## config.mk

```make
export PLATFORM = sky130hd
export DESIGN_NAME = tcb_peri_gpio_ext
export DESIGN_NICKNAME = d
export VERILOG_FILES = /design/src/rtl/tcb_peri_gpio_ext.sv
export SDC_FILE = /design/constraint.sdc
export NUM_CORES = 1
export LEC_CHECK = 0
export ABC_AREA = 1
export CAP_MARGIN = 5
export CORE_ASPECT_RATIO = 2
export CORE_MARGIN = 2
export CORE_UTILIZATION = 25
export CTS_CLUSTER_SIZE = 10
export DETAILED_ROUTE_END_ITERATION = 10
export DONT_BUFFER_PORTS = 1
export PLACE_DENSITY = 0.45
export SLEW_MARGIN = 0
export SYNTH_ARGS = -nofsm -noshare
export SYNTH_HDL_FRONTEND = slang
export SYNTH_SLANG_ARGS = --single-unit
```

## constraint.sdc

```tcl
create_clock -name clk -period 22.3 [get_ports clk]
set_input_delay 4.46 -clock clk [delete_from_list [all_inputs] [get_ports clk]]
set_output_delay 4.46 -clock clk [all_outputs]
set_load 0.01 [all_outputs]
```

## src/rtl/tcb_peri_gpio_ext.sv

```systemverilog
// Extended TCB GPIO controller.
// Per-pin output/input enables, atomic set/clear/toggle of output data and per-pin
// interrupts (level, rising, falling, both edges) with sticky W1C status for edge pins.
// Optional input debounce filter enabled by macro TCB_PERI_GPIO_DEBOUNCE_EN.
module tcb_peri_gpio_ext #(
    parameter int unsigned    GDW     = 32,
    parameter int unsigned    CDC     = 2,
    parameter int unsigned    SYS_DAT = 32,
    parameter logic [GDW-1:0] SYS_IRQ = '1,
    parameter int unsigned    DBN     = 4,
    parameter int unsigned    PRW     = 16,
    localparam int unsigned   SYS_ADR = 4
) (
    input  logic               clk,
    input  logic               rst,
    output logic [GDW-1:0]     gpio_o,
    output logic [GDW-1:0]     gpio_e,
    input  logic [GDW-1:0]     gpio_i,
    input  logic               sys_wen,
    input  logic [SYS_ADR-1:0] sys_wad,
    input  logic [SYS_DAT-1:0] sys_wdt,
    input  logic               sys_ren,
    input  logic [SYS_ADR-1:0] sys_rad,
    output logic [SYS_DAT-1:0] sys_rdt,
    output logic               irq
);

    // Elaboration-time parameter checks
    if (GDW > SYS_DAT) begin : g_err_gdw
        $error("GDW must not exceed SYS_DAT");
    end
    if (CDC == 1) begin : g_err_cdc
        $error("CDC=1 is not a valid synchronizer depth");
    end
    if (CDC == 0) begin : g_warn_cdc
        $warning("CDC=0: input synchronizer bypassed");
    end
    if (DBN < 1 || DBN > 15) begin : g_err_dbn
        $error("DBN must be within 1..15");
    end
    if (PRW == 0 || PRW > SYS_DAT) begin : g_err_prw
        $error("PRW must be within 1..SYS_DAT");
    end

    logic [GDW-1:0] wdt;
    logic [GDW-1:0] syn;
    logic [GDW-1:0] filt;
    logic [GDW-1:0] prv_q;
    logic [GDW-1:0] oe_q, oe_d, od_q, od_d, ie_q, ie_d;
    logic [GDW-1:0] ena_q, ena_d, edg_q, edg_d, pol_q, pol_d, bth_q, bth_d;
    logic [GDW-1:0] sts_q, sts_d, sts_clr, sts, evt;
    logic           unused_sig;

    assign wdt = sys_wdt[GDW-1:0];
    // Reads are side-effect free, and write bits at or above GDW are dropped
    assign unused_sig = sys_ren ^ (^sys_wdt);

    // Input synchronizer
    if (CDC == 0) begin : g_cdc_byp
        assign syn = gpio_i;
    end else begin : g_cdc
        logic [GDW-1:0] cdc_q [CDC];
        // Shift pin inputs through a CDC-deep flop chain
        always_ff @(posedge clk or posedge rst) begin
            if (rst) begin
                cdc_q <= '{default: '0};
            end else begin
                cdc_q[0] <= gpio_i;
                for (int i = 1; i < CDC; i++) begin
                    cdc_q[i] <= cdc_q[i-1];
                end
            end
        end
        assign syn = cdc_q[CDC-1];
    end

`ifdef TCB_PERI_GPIO_DEBOUNCE_EN
    logic [PRW-1:0]       pre_q, pre_d, dbc_pre_q, dbc_pre_d;
    logic [GDW-1:0]       dbc_ena_q, dbc_ena_d, filt_q, filt_d;
    logic [GDW-1:0][3:0]  cnt_q, cnt_d;
    logic                 tick;
    logic                 pre_wr;

    assign pre_wr = sys_wen && (sys_wad == 4'd12);
    assign tick   = (pre_q == dbc_pre_q);

    // Prescaler, debounce config and per-pin stability counters
    always_comb begin
        dbc_pre_d = dbc_pre_q;
        dbc_ena_d = dbc_ena_q;
        filt_d    = filt_q;
        cnt_d     = cnt_q;
        if (pre_wr) begin
            dbc_pre_d = sys_wdt[PRW-1:0];
        end
        if (sys_wen && (sys_wad == 4'd13)) begin
            dbc_ena_d = wdt;
        end
        if (pre_wr || tick) begin
            pre_d = '0;
        end else begin
            pre_d = pre_q + 1'b1;
        end
        for (int i = 0; i < GDW; i++) begin
            if (!dbc_ena_q[i]) begin
                // Track the pin so enabling the filter causes no spurious change
                filt_d[i] = syn[i];
                cnt_d[i]  = '0;
            end else if (syn[i] == filt_q[i]) begin
                cnt_d[i] = '0;
            end else if (tick) begin
                if (cnt_q[i] == 4'(DBN - 1)) begin
                    filt_d[i] = syn[i];
                    cnt_d[i]  = '0;
                end else begin
                    cnt_d[i] = cnt_q[i] + 4'd1;
                end
            end
            if (dbc_ena_d[i] != dbc_ena_q[i]) begin
                cnt_d[i] = '0;
            end
        end
    end

    // Debounce state registers
    always_ff @(posedge clk or posedge rst) begin
        if (rst) begin
            pre_q     <= '0;
            dbc_pre_q <= '0;
            dbc_ena_q <= '0;
            filt_q    <= '0;
            cnt_q     <= '0;
        end else begin
            pre_q     <= pre_d;
            dbc_pre_q <= dbc_pre_d;
            dbc_ena_q <= dbc_ena_d;
            filt_q    <= filt_d;
            cnt_q     <= cnt_d;
        end
    end

    assign filt = (dbc_ena_q & filt_q) | (~dbc_ena_q & syn);
`else
    assign filt = syn;
`endif

    // Register write decode
    always_comb begin
        oe_d  = oe_q;
        od_d  = od_q;
        ie_d  = ie_q;
        ena_d = ena_q;
        edg_d = edg_q;
        pol_d = pol_q;
        bth_d = bth_q;
        if (sys_wen) begin
            case (sys_wad)
                4'd0:    oe_d  = wdt;
                4'd1:    od_d  = wdt;
                4'd2:    od_d  = od_q | wdt;
                4'd3:    od_d  = od_q & ~wdt;
                4'd4:    od_d  = od_q ^ wdt;
                4'd5:    ie_d  = wdt;
                4'd7:    ena_d = wdt;
                4'd8:    edg_d = wdt;
                4'd9:    pol_d = wdt;
                4'd10:   bth_d = wdt;
                default: ;
            endcase
        end
    end

    // Edge detection and sticky status; a new edge beats a same-cycle clear
    always_comb begin
        evt     = edg_q & ena_q & ((bth_q & (filt ^ prv_q)) |
                                   (~bth_q & pol_q & filt & ~prv_q) |
                                   (~bth_q & ~pol_q & ~filt & prv_q));
        sts_clr = (sys_wen && (sys_wad == 4'd11)) ? wdt : '0;
        sts_d   = ((sts_q & ~sts_clr) | evt) & ena_d & edg_d;
        // Level pins report live state; edge pins report the sticky bit
        sts     = (edg_q & sts_q) | (~edg_q & ena_q & ~(filt ^ pol_q));
    end

    // Control/status registers and previous filtered input
    always_ff @(posedge clk or posedge rst) begin
        if (rst) begin
            oe_q  <= '0;
            od_q  <= '0;
            ie_q  <= '0;
            ena_q <= '0;
            edg_q <= '0;
            pol_q <= '0;
            bth_q <= '0;
            sts_q <= '0;
            prv_q <= '0;
        end else begin
            oe_q  <= oe_d;
            od_q  <= od_d;
            ie_q  <= ie_d;
            ena_q <= ena_d;
            edg_q <= edg_d;
            pol_q <= pol_d;
            bth_q <= bth_d;
            sts_q <= sts_d;
            prv_q <= filt;
        end
    end

    // Combinational read mux, zero-extended to the bus width
    always_comb begin
        sys_rdt = '0;
        case (sys_rad)
            4'd0:    sys_rdt = SYS_DAT'(oe_q);
            4'd1,
            4'd2,
            4'd3,
            4'd4:    sys_rdt = SYS_DAT'(od_q);
            4'd5:    sys_rdt = SYS_DAT'(ie_q);
            4'd6:    sys_rdt = SYS_DAT'(ie_q & filt);
            4'd7:    sys_rdt = SYS_DAT'(ena_q);
            4'd8:    sys_rdt = SYS_DAT'(edg_q);
            4'd9:    sys_rdt = SYS_DAT'(pol_q);
            4'd10:   sys_rdt = SYS_DAT'(bth_q);
            4'd11:   sys_rdt = SYS_DAT'(sts);
`ifdef TCB_PERI_GPIO_DEBOUNCE_EN
            4'd12:   sys_rdt = SYS_DAT'(dbc_pre_q);
            4'd13:   sys_rdt = SYS_DAT'(dbc_ena_q);
`endif
            default: sys_rdt = '0;
        endcase
    end

    assign gpio_o = od_q;
    assign gpio_e = oe_q;
    assign irq    = |(sts & SYS_IRQ);

endmodule

```

======== Word-level counts from Yosys, hierarchy flattened ========
Cells that the tools add are included.
storage, ports and cells
  register bits ........................... 352
  bits in latches ......................... 0
  bits in writable memories ............... 0
  ROM bits ................................ 0
  bits of input ports ..................... 76
  output and inout bits ................... 97
  memories kept ........................... 0
cells by class
  $add $sub $neg .......................... 0
  multipliers ............................. 0
  divide/modulo/power cells ............... 0
  magnitude comparators ................... 0
  equal/unequal tests ..................... 21
  shift-type cells ........................ 0
  multiplexer cells ....................... 7
  bitwise gates (word level) .............. 33
  reduce and logical (&&, ||, !) cells .... 11
operators by type and width
  kind                                                 count
  bitwise AND 32 bit                                   17
  one-hot mux 32 bit (9 select lines)                  1
  NOT 32 bit                                           8
  two-way mux 32 bit                                   5
  bitwise OR 32 bit                                    5
  one-hot mux 32 bit (4 select lines)                  1
  XOR 32 bit                                           3
  equality test 4 bit, second input constant           8
  OR reduction 32 bit                                  1
  equality test 4 x 3 -> 1 bit, second input constant  7
  equality test 4 x 2 -> 1 bit, second input constant  4
  AND reduction 2 bit                                  5
  equality test 4 x 1 -> 1 bit, second input constant  2
  zero test 4 bit                                      2
  nonzero test 4 bit                                   1
  OR reduction 4 bit                                   1
  logical AND 1 bit                                    1

======== Logic depth before layout (Yosys ltp) ========
Gate-level depths: netlist of run 1.
  word-level depth ........................ 10
  gate-level depth with buffers ........... 10

======== Worst setup path after synthesis of run 1 ========
OpenSTA, ideal clock, no wires.
  path kind ............................... input port to output port
  start point ............................. in sys_rad[0]
  end point ............................... out sys_rdt[0]
  data arrival time ....................... 5455 ps
  data required time ...................... 17840 ps
  path slack .............................. 12385 ps
  cell stages on the path ................. 7
  buffers on the path ..................... 2
  cells stage by stage .................... inv_1 -> nand2_1 -> nor2_1 -> buf_2 -> clkbuf_1 -> nand2_1 -> nand3_1
between the ends
  cells in the longest elaborated chain, start to end .. 3
  elaborated cells between the ends (all ways) .. 14
  those cells by class .................... 11 x eq/ne; 1 x mux; 2 x reduce/logical
RTL lines
  item                                                  RTL line  source
  start: declaration                                    23        input logic [SYS_ADR-1:0] sys_rad,
  equality test 4 x 1 -> 1 bit (tied with other cells)  212       case (sys_rad)
  OR reduction 4 bit                                    212
  one-hot mux 32 bit (9 select lines) *                 212
  end: declaration                                      24        output logic [SYS_DAT-1:0] sys_rdt,
Mark *: on every way between the ends. The rest lies on a longest branch, timed or not.

======== Final worst setup path of run 1 ========
  start point ............................. in sys_rad[0]
  end point ............................... out sys_rdt[18]
Same word-level chain as after synthesis.

==> run summary, run 1 <==
outcome -> complete, no violations
GP Congestion -> 0.804
Min Hold Slack -> 0.340 ns
CTS tree -> yes
final WL -> 58.1 mm
clock latency on the worst-skew pair -> 0.56 ns
post-layout util -> 28.4%
die height -> 375 µm
FF/Latch Area -> 8810 µm²
NetSw -> 557 µW
via count -> 13.9k
worst r2r src -> gpio_o[11]
Synth cell types -> 29
# resized after CTS -> 0
clock buffer depth -> 3
top post-synthesis cells by area -> dfrtp_1 (51%), nand2_1 (13%), o21ai_0 (7.9%)
initial antenna violation count -> 4
Rows -> 136
IO buf count -> 0
vias per cell -> 4.64
Sw Share -> 31.7%
FF-to-FF path depth -> 6
Hold Crit Endpoint -> filt[1]
CTS clk-pin slew, worst paths -> 0.06 ns
Worst path slowest cell -> nand2_1
most used cell, CP -> nand2_1
worst hold-check path type -> reg -> reg
VDD IR max -> 0.0516 mV
Die Width -> 189 µm
crit-path max FO -> 14
Critical Path Start Type -> input port
vias in the first global route -> 13.6k
share of the synthesized area in the top cell type -> 51.2%
Slew HR -> 25.0%
CP Cell Sequence -> inv_1, nand2_1, nand2_1, nand2_1, buf_4, inv_1, a21oi_1, o2111ai_1
Synth area leader -> dfrtp_1
P_int -> 1200 µW
Clock Power Share -> 36.4%
beginning of the critical path -> sys_rad[0]
largest stage delay on the critical path -> 0.63 ns
Setup crit end kind -> primary output
Hold-fix buffers, CTS -> 0
Critical Path RT -> 17.84 ns
WS Path Type -> in -> out
Clock Skew -> 0.0109 ns
Synth Net Count -> 2,234
DRC marker count from the first detailed-route iteration -> 816
Tot GR Track Use -> 16.4%
Worst EP arrival -> 6.79 ns
die footprint -> 71,100 µm²
Clock Sinks -> 352
number of max-cap violations -> 0
area used by multi-input combinational logic -> 7280 µm²
hpwl dp -> 37.1 mm
WL/cell -> 19.4 µm
Synth Warn # -> 0
GR Util met2 -> 24.8%
Slew Limit Fails -> 0
Tmin final -> 11.25 ns
post-synthesis sequential area ratio -> 51.2%
Comb pwr share -> 15.3%
Final Setup Violations -> 0
syn avg cell area -> 8.22 µm²
PnR worst setup slack -> 11.05 ns
first-pass iteration count of the detailed router -> 5
total power -> 1750 µW
largest net degree at the start of global routing -> 121
Nets -> 2,220
core box area -> 68,400 µm²
GRT met1 Usage -> 22.4%
Fin Setup TNS -> 0 ns
Fill cells -> 7,395
GR Overflow Total -> 0
FF-to-FF setup slack -> 20.78 ns
clk root buf -> clkbuf_16
met3 usage -> 6.00%
remaining routing DRC violations -> 0
Yosys reg bits -> 352
CTS H-tree depth -> 2
Inserted Clock Buffers -> 42
share of layout cells above drive strength 1 -> 4.92%
most frequent cells in the layout -> nand2_1 (601), dfrtp_1 (352), o21ai_0 (271), inv_1 (217), nor2_1 (140)
P&R area growth vs syn -> 13.1%
RSZ-0062 raised after global routing -> false
HP Start -> g_cdc.cdc_q[33]
global-route wire length before repair -> 87.6 mm
fin crit share -> 50.5%
postcts setup bufs -> 0
Max Fclk -> 88.9 MHz
most common cell after layout, fill and taps aside -> nand2_1
Least-Margin Pin Slew -> 1.12 ns
sequential power share -> 48.3%
Initial Util -> 25.1%
Gate Count Post-Synth -> 2,094
busiest grt layer -> met2
Critical R2R Capture -> gpio_o[11]
Antenna Nets Post-Route -> 0
P_leak -> 0.00894 µW
Final Hold Violating Endpoints -> 0
Power Density -> 90.2 nW/µm²
Syn Std Cell Area -> 17,200 µm²
boundary pin count -> 173
Hold Path Stages -> 0
worst slack, placed -> 11.00 ns
[state kept, by name, summed over array words and instances (netlist names)]
register	cells
filt	32
ie_q	32
gpio_e	32
prv_q	32
pol_q	32
g_cdc.cdc_q	32
bth_q	32
ena_q	32
edg_q	32
sts_q	32
gpio_o	32
[final cells by class]
class                      instances  area share (%)
tap                              897            5.77
clock inverter                     1          0.0257
timing repair buffer              25           0.964
multi-input combinational       1436            37.4
inverter                         223            4.34
antenna                            1          0.0129
sequential                       352            45.3
clock buffer                      56            6.20
[Yosys cell counts]
cell type / count
nor3_2: 2
nand2_2: 1
nand2_1: 604
nor2_8: 1
buf_2: 24
a21oi_1: 70
inv_1: 218
nor3_4: 1
nand3_1: 54
nor2_2: 1
a21oi_4: 1
o22ai_1: 26
xnor2_1: 4
o211ai_1: 10
nand4_1: 4
xor2_1: 32
inv_2: 5
nor2_4: 1
nor3_1: 5
a21boi_0: 28
clkbuf_1: 56
o2111ai_1: 40
dfrtp_1: 352
o21ai_0: 271
ha_1: 64
buf_4: 3
nor2_1: 145
or2_2: 1
o21ai_1: 70
[worst max-delay path, delay by kind of cell]
| kind | cells | cell delay [ns] |
|---|---|---|
| AND/OR/NAND/NOR | 3 | 0.89 |
| buffers and inverters | 3 | 0.83 |
| AO/OA/AOI/OAI | 2 | 0.60 |
[layer usage]
layer	share of wire, %	vias up
met3	9.7	81
met4	2.0	0
met2	43	424
met1	45	6602
li1	-	6767
met5	0	-
[per-stage QoR]
step                      area, µm²  instances
after CTS                     19500       2990
after floorplan               17200       2094
after detailed placement      18200       2933
final                         19500       2991
after global routing          19500       2991
after global placement        18200       2933
[worst max-delay path by stage]
stage | slack [ns] | end | depth (start not counted)
after floorplan | 8.08 | bth_q[0] | 1
after global placement | 11.00 | sys_rdt[18] | 8
after detailed placement | 11.00 | sys_rdt[18] | 8
after CTS | 11.00 | sys_rdt[18] | 8
after global routing | 10.94 | sys_rdt[18] | 8
final | 11.05 | sys_rdt[18] | 8
[kinds of logic after synthesis]
group                    after synthesis  synth area share [%]
buffers and inverters                306                  6.92
flip-flops                           352                  51.2
AO/OA/AOI/OAI                        516                  16.7
XOR/XNOR                              36                  1.83
adder cells (fa/ha/maj)               64                  4.65
AND/OR/NAND/NOR                      820                  18.7
[power by group through the flow]
| stage | clock, µW | combinational, µW | sequential, µW |
|---|---|---|---|
| floorplan | 0 | 203 | 821 |
| global placement | 0 | 266 | 857 |
| detailed placement | 0 | 271 | 858 |
| CTS | 661 | 272 | 847 |
| global route | 682 | 316 | 865 |
| finish | 639 | 268 | 848 |
Power figures use the tool's default switching activity.
==> run 2: changes to the inputs <==
- PLACE_DENSITY: 0.45 -> 0.47
- clock period: 22.3 -> 9.6 ns (I/O delays scaled with it)
==> run 2 against run 1 <==
Net effect: setup slack worse by 7.1 ns; critical path depth is the same; sequential power increased by 130%; combinational power rose by 130%; power increased by 130%.
==> run summary, run 2 (synthesis results as in run 1) <==
# resized after CTS -> 0 (unchanged)
number of max-cap violations -> 0 (unchanged)
Fin Setup TNS -> 0 ns (unchanged)
die footprint -> 71,100 µm² (unchanged)
remaining routing DRC violations -> 0 (unchanged)
Clock Sinks -> 352 (unchanged)
Slew HR -> 23.6% (-1.4 points)
P_leak -> 0.00890 µW (-0.37%)
Initial Util -> 25.1% (unchanged)
Critical Path Start Type -> input port
Power Density -> 209 nW/µm² (+130%)
Least-Margin Pin Slew -> 1.15 ns (+0.0221 ns)
Rows -> 136 (unchanged)
IO buf count -> 0 (unchanged)
RSZ-0062 raised after global routing -> false
CTS H-tree depth -> 2 (unchanged)
vias per cell -> 4.69 (+1.1%)
Clock Skew -> 0.00891 ns (-0.00202 ns)
initial antenna violation count -> 7 (+3)
DRC marker count from the first detailed-route iteration -> 929 (+14%)
Final Hold Violating Endpoints -> 0 (unchanged)
Worst EP arrival -> 3.78 ns (-3.01 ns)
Antenna Nets Post-Route -> 0 (unchanged)
core box area -> 68,400 µm² (unchanged)
GR Overflow Total -> 0 (unchanged)
die height -> 375 µm (unchanged)
WL/cell -> 19.4 µm (-0.25%)
global-route wire length before repair -> 88.3 mm (+0.87%)
VDD IR max -> 0.135 mV (+160%)
WS Path Type -> in -> out
Final Setup Violations -> 0 (unchanged)
Placed Cells -> 2,932 (-0.034%)
worst hold-check path type -> reg -> reg
Max Fclk -> 175 MHz
crit-path max FO -> 26 (+12)
first-pass iteration count of the detailed router -> 5 (unchanged)
outcome -> complete, no violations
Setup crit end kind -> primary output
Non-Filler Instances -> 2,992 (+0.033%)
vias in the first global route -> 13.9k (+2.1%)
share of layout cells above drive strength 1 -> 4.78% (-0.14 points)
worst r2r src -> gpio_o[14]
clock buffer depth -> 3 (unchanged)
postcts setup bufs -> 0 (unchanged)
largest net degree at the start of global routing -> 164 (+36%)
FF-to-FF path depth -> 6 (unchanged)
boundary pin count -> 173 (unchanged)
Hold Crit Endpoint -> filt[10]
P&R area growth vs syn -> 13.0%
hpwl dp -> 36.4 mm (-1.8%)
CTS clk-pin slew, worst paths -> 0.05 ns (about the same)
Critical R2R Capture -> gpio_o[14]
Hold-fix buffers, CTS -> 0 (unchanged)
Die Width -> 189 µm (unchanged)
Critical Path RT -> 7.68 ns (-10.16 ns)
FF-to-FF setup slack -> 8.09 ns (-12.69 ns)
clk root buf -> clkbuf_16
Tmin final -> 5.70 ns
clock latency on the worst-skew pair -> 0.57 ns (about the same)
HP Start -> g_cdc.cdc_q[42]
fin crit share -> 59.4%
via count -> 14.0k (+1.1%)
CTS tree -> yes
Fill cells -> 7,460 (+0.88%)
Inserted Clock Buffers -> 42 (unchanged)
Slew Limit Fails -> 0 (unchanged)
most common cell after layout, fill and taps aside -> nand2_1
final WL -> 58.0 mm (-0.22%)
GP Congestion -> 0.793 (-1.4%)
Nets -> 2,219 (-0.045%)
most frequent cells in the layout -> nand2_1 (601), dfrtp_1 (352), o21ai_0 (271), inv_1 (217), nor2_1 (140)
Hold Path Stages -> 0 (unchanged)
Tot GR Track Use -> 16.4% (about the same)
run 2: cell types whose count changed in the layout (fill, tap and decap cells not counted):
cell,before,now
diode_2,1,2
buf_4,25,23
clkbuf_8,4,1
inv_8,1,0
buf_12,0,1
clkbuf_1,7,10
clkinv_2,1,2
nand2_2,3,4
nand2_4,1,0
clkinvlp_4,0,1
run 2: worst max-delay path: stages:
cell	delay, ns
inv_1	0.05
nand2_1	0.19
nand2_1	0.08
nand2_1	0.06
buf_4	0.46
inv_1	0.45
a21oi_1	0.25
o2111ai_1	0.31
run 2: report_power, final:
part / total, µW / internal (µW) / leakage, µW / switching, µW
Clock: 1460 / 842 / 0.000581 / 615
Sequential: 1970 / 1710 / 0.00434 / 261
Combinational: 624 / 207 / 0.00398 / 417
run 2: cell type report:
type / instances / area (µm²) / area share, %
clock inverter: 2 / 10.0 / 0.0515
multi-input combinational: 1436 / 7280 / 37.4
sequential: 352 / 8810 / 45.3
antenna: 2 / 5.00 / 0.0258
timing repair buffer: 24 / 193 / 0.992
tap: 897 / 1120 / 5.78
inverter: 223 / 841 / 4.33
clock buffer: 56 / 1180 / 6.06
run 2: stage by stage:
| step | utilization, % | worst slack, ns | power (µW) | hold WS, ns | instance area (µm²) |
|---|---|---|---|---|---|
| 5_1_grt | 28.4 | 3.79 | 4300 | 0.351 | 19400 |
| 2_1_floorplan | - | 2.97 | 2380 | 0.331 | 17200 |
| 3_5_place_dp | 26.7 | 3.92 | 2620 | 0.335 | 18200 |
| 6_report | 28.4 | 3.90 | 4060 | 0.344 | 19400 |
| 3_3_place_gp | 26.7 | 3.91 | 2610 | 0.332 | 18200 |
| 4_1_cts | 28.4 | 3.90 | 4100 | 0.347 | 19400 |
run 2: worst max-delay path by stage:
stage	start	slack, ns	cells after the start	to
floorplan	rst	2.97	1	bth_q[0]
global placement	sys_rad[3]	3.91	9	sys_rdt[8]
detailed placement	sys_rad[3]	3.92	9	sys_rdt[8]
CTS	sys_rad[3]	3.90	9	sys_rdt[8]
global route	sys_rad[3]	3.79	9	sys_rdt[8]
finish	sys_rad[0]	3.90	8	sys_rdt[18]
run 2: per-layer routing:
layer / GRT usage [%] / wire (µm) / vias to the layer above
met3: 6.33 / 6000 / 85
met1: 21.9 / 25800 / 6741
li1: - / - / 6763
met4: 3.69 / 1100 / 2
met2: 25.1 / 25100 / 438
met5: 0 / 13 / -
